[src/rtl/rbfu_result_collector_if.sv]
// Issue side, RBFU result inputs and coefficient-memory write port of the result collector.
// The collector uses the slave view; the surrounding datapath/memory uses the master view.
interface rbfu_result_collector_if #(
   parameter int DATA_WIDTH = 16,
   parameter int ADDR_WIDTH = 8
);
   logic                  issue_valid;
   logic                  issue_ready;
   logic [1:0]            issue_opcode;
   logic [ADDR_WIDTH-1:0] issue_base;
   logic [ADDR_WIDTH-1:0] issue_stride;
   logic [DATA_WIDTH-1:0] Dout0;
   logic [DATA_WIDTH-1:0] Dout1;
   logic [DATA_WIDTH-1:0] Dout2;
   logic [DATA_WIDTH-1:0] Dout3;
   logic                  wr_valid;
   logic                  wr_ready;
   logic [ADDR_WIDTH-1:0] wr_addr;
   logic [DATA_WIDTH-1:0] wr_data;
   logic                  wr_last;
   logic                  idle;

   modport master (
      output issue_valid, issue_opcode, issue_base, issue_stride,
      output Dout0, Dout1, Dout2, Dout3, wr_ready,
      input  issue_ready, wr_valid, wr_addr, wr_data, wr_last, idle
   );

   modport slave (
      input  issue_valid, issue_opcode, issue_base, issue_stride,
      input  Dout0, Dout1, Dout2, Dout3, wr_ready,
      output issue_ready, wr_valid, wr_addr, wr_data, wr_last, idle
   );
endinterface

[src/rtl/rbfu_result_collector.sv]
// Tracks RBFU operations through a latency-matched tag line, captures their results into a
// small FIFO and drains them as single-word memory writes, with credit-based issue throttling.
module rbfu_result_collector #(
   parameter int         DATA_WIDTH = 16,
   parameter int         ADDR_WIDTH = 8,
   parameter int         LATENCY    = 3,
   parameter int         DEPTH      = 4,
   parameter logic [1:0] PWM_OP     = 2'b10
) (
   input logic                    clk,
   input logic                    rst,
   rbfu_result_collector_if.slave bus
);
   localparam int PW = $clog2(DEPTH);
   localparam int CW = PW + 1;

   logic [LATENCY-1:0]    tag_valid_reg;
   logic [1:0]            tag_op_reg     [LATENCY];
   logic [ADDR_WIDTH-1:0] tag_base_reg   [LATENCY];
   logic [ADDR_WIDTH-1:0] tag_stride_reg [LATENCY];

   logic [DATA_WIDTH-1:0] fifo_data_reg   [DEPTH][4];
   logic [ADDR_WIDTH-1:0] fifo_base_reg   [DEPTH];
   logic [ADDR_WIDTH-1:0] fifo_stride_reg [DEPTH];
   logic                  fifo_pwm_reg    [DEPTH];

   logic [PW-1:0] wr_ptr_reg;
   logic [PW-1:0] rd_ptr_reg;
   logic [CW-1:0] occ_reg;
   logic [CW-1:0] inflight_reg;
   logic [1:0]    word_cnt_reg;

   logic                  accept;
   logic                  capture;
   logic                  fifo_nonempty;
   logic                  handshake;
   logic                  pop;
   logic                  last_word;
   logic [DATA_WIDTH-1:0] dout_vec [4];

   assign dout_vec[0] = bus.Dout0;
   assign dout_vec[1] = bus.Dout1;
   assign dout_vec[2] = bus.Dout2;
   assign dout_vec[3] = bus.Dout3;

   assign capture       = tag_valid_reg[LATENCY-1];
   assign accept        = bus.issue_valid & bus.issue_ready;
   assign fifo_nonempty = (occ_reg != '0);
   assign last_word     = (word_cnt_reg == (fifo_pwm_reg[rd_ptr_reg] ? 2'd1 : 2'd3));
   assign handshake     = fifo_nonempty & bus.wr_ready;
   assign pop           = handshake & last_word;

   // Every in-flight tag is guaranteed a FIFO slot, so a capture can never meet a full FIFO.
   assign bus.issue_ready = ({1'b0, inflight_reg} + {1'b0, occ_reg}) < (CW+1)'(DEPTH);
   assign bus.idle        = (inflight_reg == '0) & (occ_reg == '0);

   assign bus.wr_valid = fifo_nonempty;
   assign bus.wr_last  = fifo_nonempty & last_word;
   assign bus.wr_data  = fifo_nonempty ? fifo_data_reg[rd_ptr_reg][word_cnt_reg] : '0;
   assign bus.wr_addr  = fifo_nonempty
                       ? fifo_base_reg[rd_ptr_reg]
                         + ADDR_WIDTH'(word_cnt_reg) * fifo_stride_reg[rd_ptr_reg]
                       : '0;

   always_ff @(posedge clk or posedge rst) begin
      if (rst) begin
         tag_valid_reg <= '0;
         for (int i = 0; i < LATENCY; i++) begin
            tag_op_reg[i]     <= '0;
            tag_base_reg[i]   <= '0;
            tag_stride_reg[i] <= '0;
         end
      end else begin
         tag_valid_reg[0]  <= accept;
         tag_op_reg[0]     <= bus.issue_opcode;
         tag_base_reg[0]   <= bus.issue_base;
         tag_stride_reg[0] <= bus.issue_stride;
         for (int i = 1; i < LATENCY; i++) begin
            tag_valid_reg[i]  <= tag_valid_reg[i-1];
            tag_op_reg[i]     <= tag_op_reg[i-1];
            tag_base_reg[i]   <= tag_base_reg[i-1];
            tag_stride_reg[i] <= tag_stride_reg[i-1];
         end
      end
   end

   always_ff @(posedge clk or posedge rst) begin
      if (rst) begin
         inflight_reg <= '0;
         occ_reg      <= '0;
         wr_ptr_reg   <= '0;
         rd_ptr_reg   <= '0;
         word_cnt_reg <= '0;
      end else begin
         inflight_reg <= inflight_reg + CW'(accept) - CW'(capture);
         occ_reg      <= occ_reg + CW'(capture) - CW'(pop);
         if (capture)
            wr_ptr_reg <= wr_ptr_reg + PW'(1);
         if (pop)
            rd_ptr_reg <= rd_ptr_reg + PW'(1);
         if (handshake)
            word_cnt_reg <= last_word ? 2'd0 : word_cnt_reg + 2'd1;
      end
   end

   // Storage only; reads are masked by fifo_nonempty, so no reset is needed here.
   always_ff @(posedge clk) begin
      if (capture) begin
         for (int w = 0; w < 4; w++)
            fifo_data_reg[wr_ptr_reg][w] <= dout_vec[w];
         fifo_base_reg[wr_ptr_reg]   <= tag_base_reg[LATENCY-1];
         fifo_stride_reg[wr_ptr_reg] <= tag_stride_reg[LATENCY-1];
         fifo_pwm_reg[wr_ptr_reg]    <= (tag_op_reg[LATENCY-1] == PWM_OP);
      end
   end
endmodule

[src/flat_wrapper.sv]
// flat-port wrapper written by rule: the top's interface ports become plain ports
module rbfu_result_collector_flat 
#(
   parameter int         DATA_WIDTH = 16,
   parameter int         ADDR_WIDTH = 8,
   parameter int         LATENCY    = 3,
   parameter int         DEPTH      = 4,
   parameter logic [1:0] PWM_OP     = 2'b10
)
  (clk, rst, bus_issue_valid, bus_issue_opcode, bus_issue_base, bus_issue_stride, bus_Dout0, bus_Dout1, bus_Dout2, bus_Dout3, bus_wr_ready, bus_issue_ready, bus_wr_valid, bus_wr_addr, bus_wr_data, bus_wr_last, bus_idle);
  rbfu_result_collector_if #(.DATA_WIDTH(DATA_WIDTH), .ADDR_WIDTH(ADDR_WIDTH)) bus_i ();
  input logic clk;
  input logic rst;
  input wire logic [$bits(bus_i.issue_valid)-1:0] bus_issue_valid;
  input wire logic [$bits(bus_i.issue_opcode)-1:0] bus_issue_opcode;
  input wire logic [$bits(bus_i.issue_base)-1:0] bus_issue_base;
  input wire logic [$bits(bus_i.issue_stride)-1:0] bus_issue_stride;
  input wire logic [$bits(bus_i.Dout0)-1:0] bus_Dout0;
  input wire logic [$bits(bus_i.Dout1)-1:0] bus_Dout1;
  input wire logic [$bits(bus_i.Dout2)-1:0] bus_Dout2;
  input wire logic [$bits(bus_i.Dout3)-1:0] bus_Dout3;
  input wire logic [$bits(bus_i.wr_ready)-1:0] bus_wr_ready;
  output wire logic [$bits(bus_i.issue_ready)-1:0] bus_issue_ready;
  output wire logic [$bits(bus_i.wr_valid)-1:0] bus_wr_valid;
  output wire logic [$bits(bus_i.wr_addr)-1:0] bus_wr_addr;
  output wire logic [$bits(bus_i.wr_data)-1:0] bus_wr_data;
  output wire logic [$bits(bus_i.wr_last)-1:0] bus_wr_last;
  output wire logic [$bits(bus_i.idle)-1:0] bus_idle;
  assign bus_i.issue_valid = bus_issue_valid;
  assign bus_i.issue_opcode = bus_issue_opcode;
  assign bus_i.issue_base = bus_issue_base;
  assign bus_i.issue_stride = bus_issue_stride;
  assign bus_i.Dout0 = bus_Dout0;
  assign bus_i.Dout1 = bus_Dout1;
  assign bus_i.Dout2 = bus_Dout2;
  assign bus_i.Dout3 = bus_Dout3;
  assign bus_i.wr_ready = bus_wr_ready;
  assign bus_issue_ready = bus_i.issue_ready;
  assign bus_wr_valid = bus_i.wr_valid;
  assign bus_wr_addr = bus_i.wr_addr;
  assign bus_wr_data = bus_i.wr_data;
  assign bus_wr_last = bus_i.wr_last;
  assign bus_idle = bus_i.idle;
  rbfu_result_collector #(.DATA_WIDTH(DATA_WIDTH), .ADDR_WIDTH(ADDR_WIDTH), .LATENCY(LATENCY), .DEPTH(DEPTH), .PWM_OP(PWM_OP)) u_core (.clk(clk), .rst(rst), .bus(bus_i));
endmodule
[config.mk]
export PLATFORM = sky130hd
export DESIGN_NAME = rbfu_result_collector_flat
export DESIGN_NICKNAME = d
export VERILOG_FILES = /design/src/rtl/rbfu_result_collector_if.sv /design/src/rtl/rbfu_result_collector.sv /design/src/flat_wrapper.sv
export SDC_FILE = /design/constraint.sdc
export NUM_CORES = 1
export LEC_CHECK = 0
export ABC_CLOCK_PERIOD_IN_PS = 5600
export BUFFER_PORTS_ARGS = -buffer_cell sky130_fd_sc_hd__clkbuf_2
export CAP_MARGIN = 10
export CELL_PAD_IN_SITES_DETAIL_PLACEMENT = 2
export CELL_PAD_IN_SITES_GLOBAL_PLACEMENT = 2
export CORE_MARGIN = 10
export CORE_UTILIZATION = 45
export CTS_CLUSTER_SIZE = 14
export DETAILED_ROUTE_END_ITERATION = 10
export GPL_TIMING_DRIVEN = 0
export PLACE_DENSITY = 0.76
export SETUP_SLACK_MARGIN = 0.2
export SLEW_MARGIN = 20
export SYNTH_ARGS = -nofsm -noshare
export SYNTH_HDL_FRONTEND = slang
export SYNTH_SLANG_ARGS = --single-unit
[constraint.sdc]
create_clock -name clk -period 5.6 [get_ports clk]
set_clock_uncertainty 0.15 [all_clocks]
set_input_delay 1.12 -clock clk [delete_from_list [all_inputs] [get_ports clk]]
set_output_delay 1.12 -clock clk [all_outputs]
set_load 0.02 [all_outputs]
======== After elaboration in Yosys (flattened, before gate mapping) ========
Memory sizes are Yosys's and may differ from the RTL's.
Cells that the tools add are included.
cells by class
  $add $sub $neg .......................... 9
  multiply operators ...................... 1
  order comparisons ....................... 2
  eq/ne operators ......................... 2
  muxes and demuxes ....................... 9
  bitwise logic cells ..................... 6
  reduce and logical (&&, ||, !) cells .... 3
operators with widths
  cell                                                                  number
  16-bit two-way mux                                                    3
  16-bit binary-select mux with 2-bit select                            1
  8-bit adder                                                           1
  2-bit by 8-bit multiplier with 8-bit output                           1
  8-bit two-way mux                                                     1
  2-bit by 1-bit adder with 2-bit output, second input constant         3
  3-bit by 1-bit adder with 3-bit output                                2
  3-bit logical NOT                                                     2
  3-bit by 1-bit subtractor with 3-bit output                           2
  1-bit AND                                                             5
  3-bit by 3-bit adder with 4-bit output                                1
  4-bit by 3-bit < comparator with 1-bit output, second input constant  1
  2-bit two-way mux                                                     2
  3-bit greater-or-equal comparator, second input constant              1
  2-bit inverter with 3-bit output                                      1
  3-bit nonzero test                                                    1
  2-bit == test                                                         1
  2-bit == test, second input constant                                  1
  1-bit two-way mux                                                     2
storage, ports and cells
  register bits ........................... 69
  RAM bits ................................ 324
  output and inout port bits .............. 28
  logic and storage cells ................. 51
  memories ................................ 4
memories
  name                    depth  bits a word  rd ports  clocked after memory_dff  write ports  line                         RTL
  u_core.fifo_data_reg    4      64           1         0                         1            rbfu_result_collector.sv:22  logic [DATA_WIDTH-1:0] fifo_data_reg [DEPTH][4];
  u_core.fifo_base_reg    4      8            1         0                         1            rbfu_result_collector.sv:23  logic [ADDR_WIDTH-1:0] fifo_base_reg [DEPTH];
  u_core.fifo_stride_reg  4      8            1         0                         1            rbfu_result_collector.sv:24  logic [ADDR_WIDTH-1:0] fifo_stride_reg [DEPTH];
  u_core.fifo_pwm_reg     4      1            1         0                         1            rbfu_result_collector.sv:25  logic fifo_pwm_reg [DEPTH];

======== Longest topological paths before layout ========
  word-level depth ........................ 5
  mapped depth ............................ 15
  mapped depth without buffers ............ 12

======== Worst setup path before layout ========
No wires, ideal clock.
  kind .................................... reg-to-output
  start point ............................. reg u_core.rd_ptr_reg[1]
  end point ............................... out bus_wr_addr[7]
  arrival ................................. 3.409 ns
  path slack .............................. 0.921 ns
  cell stages (with the launch flop) ...... 16
  buffers on the path ..................... 3
  cells stage by stage .................... dfrtp_1 -> buf_2 -> buf_1 -> buf_1 -> mux4_2 -> inv_1 -> fa_1 -> inv_1 -> ha_1 -> inv_1 -> fa_1 -> nor2b_1 -> o21ai_0 -> a21oi_1 -> nor3_1 -> mux2_2
on the way
  cells in the longest elaborated chain, start to end .. 4
  elaborated cells between the ends (all ways) .. 5
  classes of those cells .................. add/sub (1); mul (1); mux (1); memory (2)
RTL lines
  element                                      line                          RTL
  start, declared                              rbfu_result_collector.sv:28   logic [PW-1:0] rd_ptr_reg;
  start signal, assigned                       rbfu_result_collector.sv:100  rd_ptr_reg <= rd_ptr_reg + PW'(1);
  memory 4 x 8 bit                             -
  2-bit by 8-bit multiplier with 8-bit output  rbfu_result_collector.sv:62   + ADDR_WIDTH'(word_cnt_reg) * fifo_stride_reg[rd_ptr_reg]
  8-bit adder (*)                              rbfu_result_collector.sv:62
  8-bit two-way mux (*)                        rbfu_result_collector.sv:61   ? fifo_base_reg[rd_ptr_reg]
  end, declared                                flat_wrapper.sv:25            output wire logic [$bits(bus_i.wr_addr)-1:0] bus_wr_addr;
Every way passes the cells marked *; elsewhere a longest branch is shown, timed or not.

======== Worst setup path after layout ========
  start point ............................. reg u_core.rd_ptr_reg[0]
  end point ............................... out bus_wr_addr[6]
The elaborated chain is that of the path after synthesis.

==> metrics.md <==
| Metric | Value |
|---|---|
| Gp weighted congestion | a little over 0.7 |
| Synth top cells by count | edfxtp_1, dfrtp_1, mux4_1 |
| Multi-input logic area | between 3000 and 4000 sq um |
| Worst Tran Pin Value | ~0.97 ns |
| Fillers | between 2,000 and 3,000 |
| Area grow syn2layout | 17.84% |
| Pin count of the biggest net entering global routing | about 50 |
| Asr flop ratio synth | approximately 18% |
| Antenna viol nets, final | 0 |
| Final nets | between 900 and 1,000 |
| Remaining Overflow, GRT | 0 |
| IO buf count | 113 |
| Clock-pin slew on the worst setup and hold paths | about 0.070 ns |
| Initial antenna violation count | 3 |
| Final period util | a little over nine tenths |
| Post-DR wirelength/cell | between 20 and 30 microns |
| Post-route cell area | approximately 18,000 sq um |
| Slew margin rel. | 35.50% |
| Post-Synthesis Cells | 660 |
| FF+latch count, synth | roughly 390 |
| Syn. warnings | 0 |
| First-pass GRT wire length | around 58,000 microns |
| Seq/Total Area, Yosys | 76.12% |
| Max reg flops | between 200 and 300 |
| Post-DP Area | 16,320 sq um |
| Initial core utilization | a little under half |
| Sink Count | around 390 |
| Fmax | roughly 190 MHz |
| Die Area | a little over 40,000 sq um |
| Clk root buf | clkbuf_16 |
| Register area | approximately 11,000 sq um |
| Final-report setup violation count | 0 |
| Unrepaired setup endpoints after global routing | yes |
| LEAKAGE | 6.480 nW |
| Gr usage total | 19.22% |
| Core ar. | roughly 33,000 sq um |
| Max-cap viol count | 0 |
| Die Y | between 200 and 250 microns |
| Syn Nets | 772 |
| Power Total | ~0.010 W |
| Residual DRC | 0 |
| Die width | between 200 and 250 microns |
| Crit path launch type | flop |
| Mapped Area | between 15,000 and 20,000 sq um |
| Initial DRC count | 593 |
| Final worst slack | 0.3174 ns |
| Number of global-route vias before repair | between 8,000 and 9,000 |
| Hold slack | roughly 0.20 ns |
| Clock Latency Late Sink | roughly 0.53 ns |
| Tmin final | 5.283 ns |
| Setup WS pre-CTS | -0.1361 ns |
| Mean Syn Cell Area | ~23 sq um |
| Hold Vio Cnt, Final | 0 |
| Netlist cell types | 29 |
| Synth top area cells | edfxtp_1, dfrtp_1, mux4_1 |
| Ys flop type | edfxtp_1 |
| DRT Wirelength | between 30,000 and 40,000 microns |
| Top-level port count | approximately 110 |
| Post-synth EDFFs | between 300 and 400 |
| Top-area cell type share of the netlist area | ~65% |
| CTS buffer count | between 40 and 50 |
| CP Class | flop to primary output |
| DP HPWL | ~25,000 microns |
| Top-count cell post-synth | edfxtp_1 |
| Slew Limit Fails | 0 |
| Req. time, crit path | 4.33 ns |
| Core Rows | 66 |
| Power density cells | a little under 600 nW/um^2 |
| Fraction of layout cells with a size suffix above 1 | slightly below 30% |
| CTS tree | done |
| Via count | 7,116 |
| Detailed Routing Iterations Pass 1 | 4 |
| H-Tree Depth | 2 |
| Hold Path Class | flop to flop |
| Area leader, netlist | edfxtp_1 |
| Crit-path max FO | 10 |
| Crit path arrival time | around 4 ns |
| Max IR drop VDD | about 270 uV |
| DR vias/cell | approximately 5.5 |
| Status | finished clean |
| Post-CTS Hold Buffers | 0 |
| CTS Buffer Depth | 3 |
| Final TNS setup | 0 ns |
| Worst setup EP type | primary output |
what timing repair did:
action | CTS | global route
resized for setup | 18 | 8
gates cloned | 0 | 0
pin swaps | 1 | 2
endpoints found under the setup margin | 6 | 2
setup buffers | 5 | 2
stage by stage:
step / utilization, % / std cells
finish: 54.10 / 1304
global route: 54.09 / 1303
floorplan: - / 660
global placement: 49.32 / 1215
CTS: 53.97 / 1300
detailed placement: 49.78 / 1220
where the power goes:
group,internal (W),leakage (nW),total (W),switching [W]
Combinational,0.00165,2.11,0.00390,0.00225
Clock,0.00152,0.633,0.00262,0.00110
Sequential,0.00360,3.74,0.00375,0.000153
Total,0.00676,6.48,0.0103,0.00351
worst paths after layout:
path | start | end | slack (ns) | cells after the start
setup / recovery | u_core.rd_ptr_reg[0] | bus_wr_addr[6] | 0.32 | 13
hold / removal | u_core.tag_stride_reg[16] | u_core.tag_stride_reg[8] | 0.20 | 0
setup reg to reg | u_core.rd_ptr_reg[0] | u_core.occ_reg[2] | 2.24 | 10
hold reg to reg | u_core.tag_stride_reg[16] | u_core.tag_stride_reg[8] | 0.20 | 0
max in group asynchronous | rst | u_core.tag_stride_reg[7] | 4.35 | 3
min in group asynchronous | rst | u_core.tag_base_reg[20] | 0.40 | 2
cell type report:
| type | instances | share of cell area (%) |
|---|---|---|
| diodes | 2 | 0.02822 |
| plain buffers | 26 | 1.235 |
| clock buffers | 60 | 6.709 |
| clock inverters | 15 | 0.5362 |
| inverters | 30 | 0.6490 |
| multi-input cells | 211 | 18.87 |
| flip-flops and latches | 393 | 64.59 |
| well taps | 442 | 3.118 |
| repair buffers | 125 | 4.261 |
cell families after synthesis:
group / after synthesis / synth area share [%]
mux: 99 / 16.03
xor+xnor: 14 / 0.8147
fa+ha+maj: 26 / 2.610
simple gates: 62 / 2.137
compound gates: 10 / 0.3990
flops: 393 / 76.12
buf+inv: 56 / 1.895
layout by cell type, fill, tap and decap left out, drive strengths merged, types with 4 or more instances in the layout:
cell	Yosys	routed
and2	26	26
buf	19	32
clkbuf	7	179
clkinv	0	13
dfrtp	69	69
edfxtp	324	324
fa	9	9
ha	17	17
inv	30	31
mux4	97	97
nand2	19	19
nor2	5	5
nor3	4	4
xnor2	9	9
xor2	5	5
worst max-delay path, stage by stage, from the launching register on:
cell,delay [ns]
dfrtp_1,0.43
buf_8,0.15
buf_12,0.14
mux4_2,0.40
nand2_1,0.10
fa_1,0.64
inv_1,0.08
ha_1,0.31
a21o_1,0.17
a21oi_1,0.22
o21ai_0,0.17
a21oi_1,0.20
mux2i_1,0.25
buf_2,0.20
metal layers:
metal	routed length, microns	GRT usage [%]
met1	16060	24.24
met2	20500	33.71
met3	1647	3.375
met4	755	4.849
met5	20	0
Power figures use the tool's default switching activity.
